--- src/rtl/rx_mac_analy.sv ---
// Receive MAC header parser: strips pad/dst/src/EtherType and steers the
// payload of accepted frames to the IP or ARP stream.
module rx_mac_analy #(
  parameter int unsigned DATA_W = 32,
  parameter int unsigned MAC_W  = 48
) (
  input  logic              clk,
  input  logic              rst_n,
  input  logic [MAC_W-1:0]  cfg_mac_local,
  input  logic [DATA_W-1:0] rx_data,
  input  logic              rx_vld,
  input  logic              rx_sop,
  input  logic              rx_eop,
  input  logic [1:0]        rx_mod,
  output logic [DATA_W-1:0] ip_data,
  output logic              ip_vld,
  output logic              ip_sop,
  output logic              ip_eop,
  output logic [1:0]        ip_mod,
  output logic [DATA_W-1:0] arp_data,
  output logic              arp_vld,
  output logic              arp_sop,
  output logic              arp_eop,
  output logic [1:0]        arp_mod,
  output logic [MAC_W-1:0]  get_mac_pc,
  output logic              flag_mac_err,
  output logic [1:0]        flag_type
);

  localparam int unsigned CNT_W = 3;
  localparam logic [CNT_W-1:0] IDX_PAY = CNT_W'(4);
  localparam logic [1:0] TYPE_OTHER = 2'd0;
  localparam logic [1:0] TYPE_IP    = 2'd1;
  localparam logic [1:0] TYPE_ARP   = 2'd2;

  typedef enum logic [1:0] {S_IDLE, S_HDR, S_PAY} state_e;

  state_e            state_q, state_d;
  logic [CNT_W-1:0]  cnt_q, cnt_d;
  logic [15:0]       dst_hi_q, dst_hi_d;
  logic              first_q, first_d;
  logic              mac_err_q, mac_err_d;
  logic [1:0]        type_q, type_d;
  logic [MAC_W-1:0]  mac_pc_q, mac_pc_d;
  logic [DATA_W-1:0] ip_data_q, ip_data_d, arp_data_q, arp_data_d;
  logic              ip_vld_q, ip_vld_d, ip_sop_q, ip_sop_d, ip_eop_q, ip_eop_d;
  logic              arp_vld_q, arp_vld_d, arp_sop_q, arp_sop_d, arp_eop_q, arp_eop_d;
  logic [1:0]        ip_mod_q, ip_mod_d, arp_mod_q, arp_mod_d;

  logic [CNT_W-1:0]  cur_idx;
  logic              take;
  logic [MAC_W-1:0]  dst_mac;
  logic [1:0]        out_mod;

  // Next state, header capture and payload steering
  always_comb begin
    state_d    = state_q;
    cnt_d      = cnt_q;
    dst_hi_d   = dst_hi_q;
    first_d    = first_q;
    mac_err_d  = mac_err_q;
    type_d     = type_q;
    mac_pc_d   = mac_pc_q;
    ip_data_d  = ip_data_q;
    ip_mod_d   = ip_mod_q;
    ip_vld_d   = 1'b0;
    ip_sop_d   = 1'b0;
    ip_eop_d   = 1'b0;
    arp_data_d = arp_data_q;
    arp_mod_d  = arp_mod_q;
    arp_vld_d  = 1'b0;
    arp_sop_d  = 1'b0;
    arp_eop_d  = 1'b0;

    cur_idx = rx_sop ? '0 : cnt_q;
    take    = rx_vld && (rx_sop || (state_q != S_IDLE));
    dst_mac = {dst_hi_q, rx_data};
    out_mod = rx_eop ? rx_mod : 2'd0;

    if (take) begin
      cnt_d = (cur_idx >= IDX_PAY) ? IDX_PAY : cur_idx + CNT_W'(1);

      unique case (cur_idx)
        CNT_W'(0): dst_hi_d = rx_data[15:0];
        CNT_W'(1): mac_err_d = !((dst_mac == cfg_mac_local) || (dst_mac == {MAC_W{1'b1}}));
        CNT_W'(2): mac_pc_d[MAC_W-1:16] = rx_data;
        CNT_W'(3): begin
          mac_pc_d[15:0] = rx_data[31:16];
          first_d        = 1'b1;
          if (rx_data[15:0] == 16'h0800)      type_d = TYPE_IP;
          else if (rx_data[15:0] == 16'h0806) type_d = TYPE_ARP;
          else                                type_d = TYPE_OTHER;
        end
        default: begin
          // Payload: type_q/mac_err_q already hold this frame's header result
          if (state_q == S_PAY) begin
            first_d = 1'b0;
            if (!mac_err_q && (type_q == TYPE_IP)) begin
              ip_vld_d  = 1'b1;
              ip_sop_d  = first_q;
              ip_eop_d  = rx_eop;
              ip_data_d = rx_data;
              ip_mod_d  = out_mod;
            end else if (!mac_err_q && (type_q == TYPE_ARP)) begin
              arp_vld_d  = 1'b1;
              arp_sop_d  = first_q;
              arp_eop_d  = rx_eop;
              arp_data_d = rx_data;
              arp_mod_d  = out_mod;
            end
          end
        end
      endcase

      if (rx_eop)                                           state_d = S_IDLE;
      else if (rx_sop)                                      state_d = S_HDR;
      else if ((state_q == S_HDR) && (cur_idx == CNT_W'(3))) state_d = S_PAY;
    end
  end

  // State and output registers
  always_ff @(posedge clk or posedge rst_n) begin
    if (rst_n) begin
      state_q    <= S_IDLE;
      cnt_q      <= '0;
      dst_hi_q   <= '0;
      first_q    <= 1'b0;
      mac_err_q  <= 1'b0;
      type_q     <= TYPE_OTHER;
      mac_pc_q   <= '0;
      ip_data_q  <= '0;
      ip_vld_q   <= 1'b0;
      ip_sop_q   <= 1'b0;
      ip_eop_q   <= 1'b0;
      ip_mod_q   <= '0;
      arp_data_q <= '0;
      arp_vld_q  <= 1'b0;
      arp_sop_q  <= 1'b0;
      arp_eop_q  <= 1'b0;
      arp_mod_q  <= '0;
    end else begin
      state_q    <= state_d;
      cnt_q      <= cnt_d;
      dst_hi_q   <= dst_hi_d;
      first_q    <= first_d;
      mac_err_q  <= mac_err_d;
      type_q     <= type_d;
      mac_pc_q   <= mac_pc_d;
      ip_data_q  <= ip_data_d;
      ip_vld_q   <= ip_vld_d;
      ip_sop_q   <= ip_sop_d;
      ip_eop_q   <= ip_eop_d;
      ip_mod_q   <= ip_mod_d;
      arp_data_q <= arp_data_d;
      arp_vld_q  <= arp_vld_d;
      arp_sop_q  <= arp_sop_d;
      arp_eop_q  <= arp_eop_d;
      arp_mod_q  <= arp_mod_d;
    end
  end

  assign ip_data      = ip_data_q;
  assign ip_vld       = ip_vld_q;
  assign ip_sop       = ip_sop_q;
  assign ip_eop       = ip_eop_q;
  assign ip_mod       = ip_mod_q;
  assign arp_data     = arp_data_q;
  assign arp_vld      = arp_vld_q;
  assign arp_sop      = arp_sop_q;
  assign arp_eop      = arp_eop_q;
  assign arp_mod      = arp_mod_q;
  assign get_mac_pc   = mac_pc_q;
  assign flag_mac_err = mac_err_q;
  assign flag_type    = type_q;

endmodule

--- config.mk ---
export PLATFORM = sky130hd
export DESIGN_NAME = rx_mac_analy
export DESIGN_NICKNAME = d
export VERILOG_FILES = /design/src/rtl/rx_mac_analy.sv
export SDC_FILE = /design/constraint.sdc
export NUM_CORES = 1
export LEC_CHECK = 0
export ABC_CLOCK_PERIOD_IN_PS = 4350
export CORE_UTILIZATION = 40
export DETAILED_ROUTE_END_ITERATION = 7
export MAX_ROUTING_LAYER = met4
export PLACE_DENSITY_LB_ADDON = 0.2
export SYNTH_ARGS = -nofsm -noshare
export SYNTH_HDL_FRONTEND = slang
export SYNTH_SLANG_ARGS = --single-unit
--- constraint.sdc ---
create_clock -name clk -period 4.35 [get_ports clk]
set_clock_uncertainty 0.2 [all_clocks]
set_input_delay 0.435 -clock clk [delete_from_list [all_inputs] [get_ports clk]]
set_output_delay 0.435 -clock clk [all_outputs]
set_load 0.02 [all_outputs]
* Word level (Yosys, flattened, before mapping) *
Index checks and enable logic that the tools add are counted.

storage, ports and cells
  output and inout port bits = 125
  input bits = 87
  register bits = 147
  word-level logic and storage cells = 93

operators by class
  $lt $le $gt $ge = 1
  bitwise gates (word level) = 3
  eq/ne operators = 11
  reductions and logical operators = 22
  mux-type cells = 37
  add/subtract/negate cells = 1

operators by type and width
  operator                count
  $eq A48 B48 Y1          1
  $eq A48 B48 Y1 const B  1
  $eq A16 B12 Y1 const B  2
  $mux W1                 28
  $mux W2                 6
  $reduce_and A2 Y1       5
  $eq A3 B2 Y1 const B    2
  $mux W3                 2
  $reduce_and A5 Y1       1
  $eq A2 B1 Y1 const B    2
  $eq A2 B2 Y1 const B    2
  $logic_and A1 B1 Y1     4
  $reduce_and A4 Y1       1
  $reduce_bool A2 Y1      2
  $reduce_or A4 Y1        1
  $add A3 B1 Y3 const B   1
  $eq A3 B1 Y1 const B    1
  $ge A3 B3 Y1 const B    1
  $logic_not A3 Y1        1
  $not A1 Y1              3
  $reduce_and A3 Y1       1
  $reduce_bool A3 Y1      1
  $reduce_or A3 Y1        1
  $logic_not A1 Y1        2
  other kinds (2)         3

* Logic depth before layout (Yosys ltp) *
  depth in word-level cells = 7
  mapped depth = 8
  gate-level depth less buffers = 7

* Worst setup path before layout *
No wires, ideal clock.

  path kind = input-to-reg
  from = in rx_sop
  to = reg mac_pc_q[0], in the netlist get_mac_pc[0]
  arrival = 1.814 ns
  data required time = 4.025 ns
  stages on the path = 7
  slack = 2.212 ns
  buffers on the path = 1
  library setup time = 0.125 ns
  cell sequence = nand2b_1 inv_1 ha_1 ha_1 nand2_1 buf_4 mux2_2

on the way
  longest elaborated chain between the ends = 3
  elaborated cells between the ends (all ways) = 5
  those cells by class = 1 x eq/ne; 1 x mux; 3 x reduce/logical

RTL lines
  item                                                        RTL line  text
  from (decl)                                                 12        input logic rx_sop,
  $mux W3 / $logic_or A1 B1 Y1 (equally long branches)        75, 76
  $eq A3 B2 Y1 / $logic_and A1 B1 Y1 (equally long branches)  83, 76
  $reduce_and A2 Y1 (no line) *                               n/a
  to (signal assigned)                                        148       mac_pc_q <= mac_pc_d;
  to (decl)                                                   44        logic [MAC_W-1:0] mac_pc_q, mac_pc_d;

Mark *: on every way between the ends. The rest lies on a longest branch, timed or not.
A chain may end at the register's enable or synchronous reset.

* Final worst setup path *
  from = in rx_sop
  to = reg mac_pc_q[10], in the netlist get_mac_pc[10]

Same word-level chain as after synthesis.

==> results.cfg <==
[synth]
synthArstFlopShare_pct = 100.0
synth-edff-count = 0
synth_xor_xnor_area_share_pct = 6.685
synthCells = 442
synth.most_common_cell = dfrtp_1
synth_seq_area_share_pct = 58.50
synth-compound-area-share_pct = 1.990
synth-simple-area-share_pct = 6.248
yosysWarnings = 0
postSynthRegisterBits = 147
netlist_top_cells_area = dfrtp_1 58%, mux2_2 21%, xnor2_1 6.7%
avgSynthCellArea_um2 = 14.23
synth_top_family_by_area = multiplexers
synth_top_cell_area_share_pct = 58.50
syn_area_mm2 = 0.006289
yosys_most_used_dff = dfrtp_1
synthMuxAreaShare_pct = 23.28
synth.largest_area_cell = dfrtp_1
syn_nets = 535
synth_commonest_cells = 147 x dfrtp_1, 120 x mux2_2, 48 x xnor2_1
synthAdderAreaFrac_pct = 1.194
synth_cell_type_count = 35

[setup_path]
crit_type = in -> reg
cp-start-kind = primary input
endpoint_kind = flop
path_cells = clkdlybuf4s50_1, nand2b_1, inv_1, ha_1, ha_1, nand2_1, mux2_2
path_common_cell = ha_1
rrSetupSlack_ps = 1800
r2r-end = get_mac_pc[31]
cpPeakStageDelay_ps = 640
cp_max_fo = 19
critPathSlowestCell = nand2_1
cp.required_ps = 4440
worstPathArrival_ps = 2870
rr_worst_depth = 4
r2r-start = state_q[0]

[clock_network]
cts_made_buffers = 17
postCtsHoldBufs = 0
root_buffer = clkbuf_16
clk_pin_slew_ps = 60
clkSinkCount = 147
postCtsSetupBuffers = 0
htree_levels = 4
clk_latency_ps = 410
post_cts_resized = 0
cts_tree = built
clockBufferDepth = 2

[global_routing]
grt_start_max_net_pins = 112
grt_pass1_wl_um = 26920
grt_pass1_vias = 4772
antenna_found_initial = 0
overflow = 0
grt_usage_pct = 23.19

[min_path]
holdCritPathClass = reg -> reg
hold_end = cnt_q[2]
hold_path_startpoint = cnt_q[2]
whs_path_depth = 2

[timing]
rsz0062_at_grt = no
maxSlewHeadroom_pct = 37.07
min_period_ps = 2776
period_share_pct = 63.82
finalSetupViolations = 0
drv_slew = 0
hold-worst-slack_ps = 282.4
worst_slew_pin_slew_ps = 940.6
finalHoldViolCount = 0
setup_tns_ps = 0
clock.fmax_ghz = 0.3602

[placement]
place_hpwl_um = 12730
dp.cells = 854
gp_congestion = 0.8606
portBuffers = 211

[floorplan]
die-area_mm2 = 0.01623
core_area_mm2 = 0.01526
die_x_um = 127.4
initial_utilization_pct = 41.21
die_h_um = 127.4
core.rowCount = 45
ioPinCount = 212

[drt]
drc = 0
ant_nets = 0
num_vias = 4444
wl_per_cell_um = 19.51
via_per_inst = 5.021
dr.pass1.iters = 4
finalWirelength_um = 17270
first_iter_violations = 246

[pwr]
max-vdd-ir-drop_mv = 0.2911
cellLeakagePower_nw = 4.058
power_density_mw_per_mm2 = 501.3

[layout]
n_antenna_cell = 0
drive_above_1_share_pct = 24.48
nNetsFinal = 755
fin_util_pct = 60.48
nFillCells = 1254
area_growth_pct = 46.76
finalNonFillerCells = 885

[flow_run]
maxCapViolCount = 0

[run_status]
status = complete, no violations
## layer usage
layer / track usage (%) / up-vias / wire, µm / share of wire [%]
li1: - / 2002 / - / -
met1: 28.48 / 2240 / 7282 / 42
met2: 37.19 / 174 / 8457 / 49
met3: 5.737 / 28 / 1156 / 6.7
met4: 8.403 / 0 / 367 / 2.1
met5: - / - / 0 / 0
## cell families (layout without fill, tap and decap cells)
kind of cell               after synthesis  in the layout
buffers and inverters                   25            257
adders and majority gates                6              6
and+or+nand+nor                         70             70
xor gates and xnor gates                48             48
AOI/OAI and AO/OA                       18             18
muxes                                  128            128
DFF                                    147            147
## worst max-delay path by stage
stage                start              to  slack (ps)  cells past startpoint
global placement    rx_sop   get_mac_pc[1]        1290                      7
floorplan            rst_n     arp_data[0]        1870                      1
detailed placement  rx_sop    flag_type[0]        1170                      8
global route        rx_sop    flag_type[0]        1330                      8
CTS                 rx_sop    flag_type[0]        1590                      8
finish              rx_sop  get_mac_pc[10]        1570                      7
## critical path, delay by kind of cell
kind,cells,cell delay (ps)
mux,1,420
fa+ha+maj,2,420
buf+inv,2,730
simple gates,2,860
## where the power goes
part | total [mW] | leakage (nW) | internal [mW] | switching [mW]
clock network | 1.49 | 0.292 | 0.942 | 0.546
registers | 1.82 | 1.94 | 1.65 | 0.172
logic | 1.32 | 1.83 | 0.714 | 0.603
## registers in the layout, summed over array words and instances, names as in the netlist
register,cells
arp_vld,1
cnt_q,3
flag_type,2
first_q,1
get_mac_pc,48
ip_eop,1
dst_hi_q,16
ip_vld,1
arp_data,32
ip_mod,2
ip_sop,1
flag_mac_err,1
ip_data,32
arp_mod,2
arp_sop,1
arp_eop,1
state_q,2
## stage by stage
stage	power, mW	setup slack [ps]	instance area [µm²]
after detailed placement	3.172	1171	8626
after CTS	4.674	1591	9229
after floorplan	2.490	1868	6292
after global placement	3.138	1293	8626
final	4.627	1574	9229
after global routing	4.819	1332	9229
## cell type report
cell class | count | area, µm² | area share, %
Clock buffer | 22 | 474.2 | 5.138
Inverter | 10 | 41.29 | 0.4474
Timing Repair Buffer | 216 | 2162 | 23.43
Sequential cell | 147 | 3679 | 39.86
Clock inverter | 9 | 128.9 | 1.396
Tap cell | 211 | 264.0 | 2.861
Multi-Input combinational cell | 270 | 2480 | 26.87
## placed cells by master, fill, tap and decap left out, types with 2 or more instances in the layout
master,count
nand4_1,24
nor2b_1,2
mux2_4,6
o21ai_0,5
bufinv_16,3
clkbuf_8,3
nand2_1,17
dfrtp_1,147
ha_1,6
nand2b_1,3
a31oi_1,2
buf_4,4
clkbuf_16,17
o21ai_1,4
clkbuf_1,2
mux2_1,2
mux2_2,120
inv_1,9
nor2_1,6
o31ai_1,2
clkdlybuf4s50_1,211
nor4_1,7
clkinv_2,3
xnor2_1,48
nand3b_1,2
clkinvlp_4,3
No activity file was read; power rests on OpenSTA's default activity.
